## config.mk

```make
export PLATFORM = sky130hd
export DESIGN_NAME = prim_edge_evt_arb
export DESIGN_NICKNAME = d
export VERILOG_FILES = /design/src/rtl/prim_edge_evt_arb.sv
export SDC_FILE = /design/constraint.sdc
export NUM_CORES = 1
export LEC_CHECK = 0
export BUFFER_PORTS_ARGS = -buffer_cell sky130_fd_sc_hd__buf_2
export CORE_UTILIZATION = 44
export CTS_BUF_LIST = sky130_fd_sc_hd__clkbuf_16
export DETAILED_ROUTE_END_ITERATION = 6
export GPL_TIMING_DRIVEN = 1
export PLACE_DENSITY = 0.65
export SETUP_SLACK_MARGIN = 0.02
export SKIP_CTS_REPAIR_TIMING = 1
export SYNTH_ARGS = -nofsm -noshare
export SYNTH_HDL_FRONTEND = slang
export SYNTH_SLANG_ARGS = --single-unit
```

## constraint.sdc

```tcl
create_clock -name clk_i -period 3.5 [get_ports clk_i]
set_input_delay 0.175 -clock clk_i [delete_from_list [all_inputs] [get_ports clk_i]]
set_output_delay 0.175 -clock clk_i [all_outputs]
set_load 0.02 [all_outputs]
```

## src/rtl/prim_edge_evt_arb.sv

```systemverilog
// rtl/prim_edge_evt_arb.sv - debounced per-channel edge detector with round-robin event arbiter
// Channels are debounced, edges latched as pending flags, then offered one at a time.
module prim_edge_evt_arb #(
  parameter int NumCh     = 4,
  parameter int DebCycles = 3,
  localparam int ChW      = (NumCh > 1) ? $clog2(NumCh) : 1,
  localparam int CntW     = (DebCycles > 1) ? $clog2(DebCycles) : 1
) (
  input  logic             clk_i,
  input  logic             rst_i,
  input  logic             en_i,
  input  logic [NumCh-1:0] serial_i,
  input  logic [NumCh-1:0] rise_en_i,
  input  logic [NumCh-1:0] fall_en_i,
  input  logic             clr_ovf_i,
  input  logic             evt_ready_i,
  output logic             evt_valid_o,
  output logic [ChW-1:0]   evt_ch_o,
  output logic             evt_rise_o,
  output logic [NumCh-1:0] pending_o,
  output logic             overflow_o
);

  localparam int ChW1 = ChW + 1;

  typedef enum logic {IDLE, OFFER} state_e;

  state_e            state_q;
  logic [NumCh-1:0]  stable_q;
  logic [NumCh-1:0]  stable_d1_q;
  logic [CntW-1:0]   cnt_q [NumCh];
  logic [NumCh-1:0]  rise_pend_q;
  logic [NumCh-1:0]  fall_pend_q;
  logic [ChW-1:0]    ptr_q;
  logic              evt_valid_q;
  logic [ChW-1:0]    evt_ch_q;
  logic              evt_rise_q;
  logic              overflow_q;

  logic [NumCh-1:0]  rise_evt;
  logic [NumCh-1:0]  fall_evt;
  logic              grant;
  logic              grant_rise;
  logic [ChW-1:0]    grant_ch;
  logic [ChW:0]      scan_idx;
  logic [ChW:0]      ptr_sum;
  logic [ChW-1:0]    ptr_nxt;
  logic [NumCh-1:0]  grant_oh;
  logic [NumCh-1:0]  rise_clr;
  logic [NumCh-1:0]  fall_clr;
  logic              ovf_set;

  // While disabled, stable and its delayed copy both follow raw so re-enabling sees no edge.
  always_ff @(posedge clk_i or posedge rst_i) begin
    if (rst_i) begin
      stable_q    <= '0;
      stable_d1_q <= '0;
      for (int i = 0; i < NumCh; i++) cnt_q[i] <= '0;
    end else if (!en_i) begin
      stable_q    <= serial_i;
      stable_d1_q <= serial_i;
      for (int i = 0; i < NumCh; i++) cnt_q[i] <= '0;
    end else begin
      stable_d1_q <= stable_q;
      for (int i = 0; i < NumCh; i++) begin
        if (serial_i[i] == stable_q[i]) begin
          cnt_q[i] <= '0;
        end else if (cnt_q[i] == CntW'(DebCycles - 1)) begin
          stable_q[i] <= serial_i[i];
          cnt_q[i]    <= '0;
        end else begin
          cnt_q[i] <= cnt_q[i] + 1'b1;
        end
      end
    end
  end

  assign rise_evt = {NumCh{en_i}} &  stable_q & ~stable_d1_q & rise_en_i;
  assign fall_evt = {NumCh{en_i}} & ~stable_q &  stable_d1_q & fall_en_i;

  // Round-robin scan from ptr; rise wins over fall inside one channel.
  always_comb begin
    grant      = 1'b0;
    grant_rise = 1'b0;
    grant_ch   = '0;
    scan_idx   = '0;
    for (int i = 0; i < NumCh; i++) begin
      scan_idx = {1'b0, ptr_q} + ChW1'(i);
      if (scan_idx >= ChW1'(NumCh)) scan_idx = scan_idx - ChW1'(NumCh);
      if (!grant && (rise_pend_q[scan_idx[ChW-1:0]] || fall_pend_q[scan_idx[ChW-1:0]])) begin
        grant      = 1'b1;
        grant_ch   = scan_idx[ChW-1:0];
        grant_rise = rise_pend_q[scan_idx[ChW-1:0]];
      end
    end
    if (state_q != IDLE) grant = 1'b0;
  end

  always_comb begin
    ptr_sum = {1'b0, grant_ch} + ChW1'(1);
    ptr_nxt = (ptr_sum == ChW1'(NumCh)) ? '0 : ptr_sum[ChW-1:0];
  end

  assign grant_oh = grant ? (NumCh'(1) << grant_ch) : '0;
  assign rise_clr = grant_rise ? grant_oh : '0;
  assign fall_clr = grant_rise ? '0 : grant_oh;

  // A fresh edge landing on the cycle its flag is granted simply re-arms the flag.
  assign ovf_set = (|(rise_evt & rise_pend_q & ~rise_clr)) |
                   (|(fall_evt & fall_pend_q & ~fall_clr));

  always_ff @(posedge clk_i or posedge rst_i) begin
    if (rst_i) begin
      rise_pend_q <= '0;
      fall_pend_q <= '0;
      overflow_q  <= 1'b0;
    end else begin
      rise_pend_q <= (rise_pend_q & ~rise_clr) | rise_evt;
      fall_pend_q <= (fall_pend_q & ~fall_clr) | fall_evt;
      overflow_q  <= ovf_set | (overflow_q & ~clr_ovf_i);
    end
  end

  always_ff @(posedge clk_i or posedge rst_i) begin
    if (rst_i) begin
      state_q     <= IDLE;
      ptr_q       <= '0;
      evt_valid_q <= 1'b0;
      evt_ch_q    <= '0;
      evt_rise_q  <= 1'b0;
    end else begin
      case (state_q)
        IDLE: begin
          if (grant) begin
            evt_valid_q <= 1'b1;
            evt_ch_q    <= grant_ch;
            evt_rise_q  <= grant_rise;
            ptr_q       <= ptr_nxt;
            state_q     <= OFFER;
          end
        end
        OFFER: begin
          if (evt_ready_i) begin
            evt_valid_q <= 1'b0;
            state_q     <= IDLE;
          end
        end
        default: state_q <= IDLE;
      endcase
    end
  end

  assign evt_valid_o = evt_valid_q;
  assign evt_ch_o    = evt_ch_q;
  assign evt_rise_o  = evt_rise_q;
  assign pending_o   = rise_pend_q | fall_pend_q;
  assign overflow_o  = overflow_q;

endmodule
```

==> flow_summary_export.csv <==
group,metric,value,unit
run_status,status,"finished with violations",
run_status,failed_checks,"hold timing",
clocking,cts_buffer_depth,2,
yosys,synth_nets,203,
setup_path,worst-path-buf-inv,2,
yosys,synth_top_family_by_area,"simple AND/OR/NAND/NOR gates",
setup_path,r2r-start,"ptr_q[0]",
yosys,ys_types,44,
placed_design,dp.cells,253,
setup_path,endpoint_kind,"register",
global_route,grt_pass1_vias,1526,
timing,hold_violations,32,
yosys,ys_seq_elements,32,
routing,drc,0,
placed_design,dp_hpwl,3140,um
floorplan,die_y,68.6,um
clocking,htreeDepth,2,
global_route,grt_max_degree,33,
job,cap_violations,0,
timing,holdWs,-0.0204,ns
floorplan,die_area,4710,um2
floorplan,ios,26,
clocking,clk_pin_slew_worst_paths,0.05,ns
yosys,synthAdderAreaFrac,2.56,%
finish,drive_above_1_share,27.9,%
timing,fin_setup_tns,0,ns
finish,final_util,54.3,%
setup_path,reg2reg_depth,11,
routing,vias_per_cell,5.79,
placed_design,place_congestion,0.884,
floorplan,die_w,68.6,um
floorplan,initial_utilization,47.2,%
yosys,synth_top_area_share,41.0,%
setup_path,cp-startpoint,"ptr_q[0]",
finish,layout_commonest_cell,"dfrtp_1",
timing,fmax,0.312,GHz
setup_path,crit_required,3.63,ns
finish,finalNonFillerCells,258,
clocking,cts_buffers,5,
global_route,grt_pass1_wl,6950,um
finish,synthToLayoutAreaGrowth,15.1,%
floorplan,coreArea,4140,um2
routing,via_count,1494,
finish,mostFrequentLayoutCells,"dfrtp_1 (31), buf_2 (25), inv_1 (16)",
routing,drt-total-wl,4210,um
timing,setup_viol,0,
setup_path,cp_top_family,"compound AO/OA/AOI/OAI gates",
clocking,clk_root_buffer_cell,"clkbuf_16",
timing,clock_skew,0.00535,ns
finish,nets,231,
global_route,grt.overflow.total,0,
yosys,yosys.area_share.simple,20.6,%
yosys,avgSynthCellArea,10.7,um2
setup_path,startpoint_type,"register",
placed_design,place_ws,0.191,ns
setup_path,cp_max_fo,13,
timing,timing.final.crit_share,91.6,%
yosys,synthCells,182,
timing,tightest_slew,0.599,ns
setup_path,reg2reg_to,"overflow_o",
global_route,grt_util_all_layers,20.7,%
setup_path,r2r_setup_slack,0.29,ns
timing,worst_slack,0.295,ns
yosys,synth_top_area_cell,"dfrtp_1",
setup_path,slowest_stage,"mux4_1",
routing,routedWlPerCell,16.3,um
setup_path,crit_type,"register to register",
yosys,synth_compound_area_share,12.2,%
worst_hold_path,hold_path.class,"input pin to asynchronous set/reset pin",
setup_path,critical_path_arrival,3.34,ns
setup_path,slowest_delay,0.66,ns
yosys,synthXorXnorAreaFrac,1.79,%
yosys,ys_seq_area_share,41.0,%
clocking,cts_tree,"built",
floorplan,rows,23,
yosys,synth_area,1950,um2
setup_path,path_cells,"mux4_1 -> or2_0 -> a32o_1 -> a211o_2 -> inv_1 -> ha_1 -> inv_1 -> a31oi_1 -> o211ai_1 -> o211ai_1 -> nand4b_1",
finish,num_antenna_cells,0,
global_route,antenna_found_initial,0,
yosys,yosys_warnings,0,
routing,antenna_left,0,
clocking,clk_latency,0.27,ns
timing,fin_crit,3.21,ns
yosys,synth.area.mux_share,17.1,%
placed_design,io_buffer_count,25,
yosys,synth_area_leaders,"dfrtp_1 (41%), mux4_1 (9.4%), mux2_2 (5.8%), and4b_1 (4.1%), o21ai_0 (3.1%)",
timing,max_slew_margin,59.7,%
clocking,cts.sinks,32,
timing,grt_setup_unrepaired,"false",
timing,final-max-slew-violation-count,0,
routing,dr.pass1.iters,4,
power_and_ir_drop,leakage,0.00101,uW
power_and_ir_drop,powerDensity,886,nW/um2
routing,dr.first_iter.drc_count,72,
power_and_ir_drop,max-vdd-ir-drop,0.000358,V
cell families (layout without fill, tap and decap cells):
group | count (synthesis) | after routing
XOR/XNOR | 4 | 4
buffers and inverters | 22 | 48
AO/OA/AOI/OAI | 37 | 37
flip-flops | 32 | 32
AND/OR/NAND/NOR | 64 | 64
multiplexers | 19 | 19
adder cells (fa/ha/maj) | 4 | 4
worst register-to-register path: cells and delay by family (launching register included):
kind / cells / cell delay, ns
AOI/OAI and AO/OA: 5 / 1.07
DFF: 1 / 0.51
buffers and inverters: 2 / 0.16
muxes: 1 / 0.66
adders and majority gates: 1 / 0.19
and+or+nand+nor: 2 / 0.47
worst max path at each step:
stage	end	slack (ns)	depth (start not counted)
after floorplan	overflow_o	0.64	13
after global placement	overflow_o	0.35	11
after detailed placement	overflow_o	0.19	11
after CTS	overflow_o	0.17	11
after global routing	overflow_o	0.1	11
final	overflow_o	0.29	11
through the flow:
stage          cell area [um2]  hold WS, ns  power, uW
6_report                  2250      -0.0204       1990
5_1_grt                   2250       0.0400       2130
4_1_cts                   2250     -0.00967       1990
3_5_place_dp              2120        0.281       1600
3_3_place_gp              2120        0.269       1540
2_1_floorplan             1950        0.291       1370
metal layers:
| layer | vias up | GRT usage [%] | part of all wire [%] |
|---|---|---|---|
| met5 | - | 0 | 0 |
| met4 | 0 | 9.64 | 2.1 |
| met3 | 8 | 4.11 | 3.2 |
| met2 | 30 | 37.0 | 53 |
| met1 | 736 | 23.6 | 42 |
| li1 | 720 | - | - |
cells in the mapped netlist (all sizes together):
library cell	number
nand3b	1
xnor2	1
buf	4
nor2	12
o211ai	3
nor4bb	1
mux2	11
clkbuf	2
nand2b	2
nor4b	1
xor2	3
o21a	1
and4b	8
a32o	1
o21bai	1
or2	10
nand3	1
and2	1
o21ai	12
a211o	1
a31oi	2
inv	16
nand4b	4
a21oi	7
ha	4
nor4	2
a221o	1
nor3	1
mux4	8
dfrtp	32
o22ai	2
nor3b	2
a21o	5
a22oi	1
nand2	14
and3	1
and4	3
layout make-up:
type | instances | area [um2]
Multi-Input combinational cell | 128 | 1060
Tap cell | 50 | 62.6
Inverter | 16 | 60.1
Timing Repair Buffer | 27 | 140
Clock buffer | 5 | 125
Fill cell | 380 | 1890
Sequential cell | 32 | 802
flip-flops by register name (all words and copies together), names as in the netlist, 2 cells and up:
name	flops
cnt_q	8
evt_ch_o	2
fall_pend_q	4
ptr_q	2
rise_pend_q	4
stable_d1_q	4
stable_q	4
power by group:
group	internal [uW]	switching [uW]	leakage, uW	total, uW
Clock	250	133	0.0000616	383
Sequential	475	146	0.000379	621
Combinational	456	532	0.000573	988
Total	1180	811	0.00101	1990
Power figures use the tool's default switching activity.
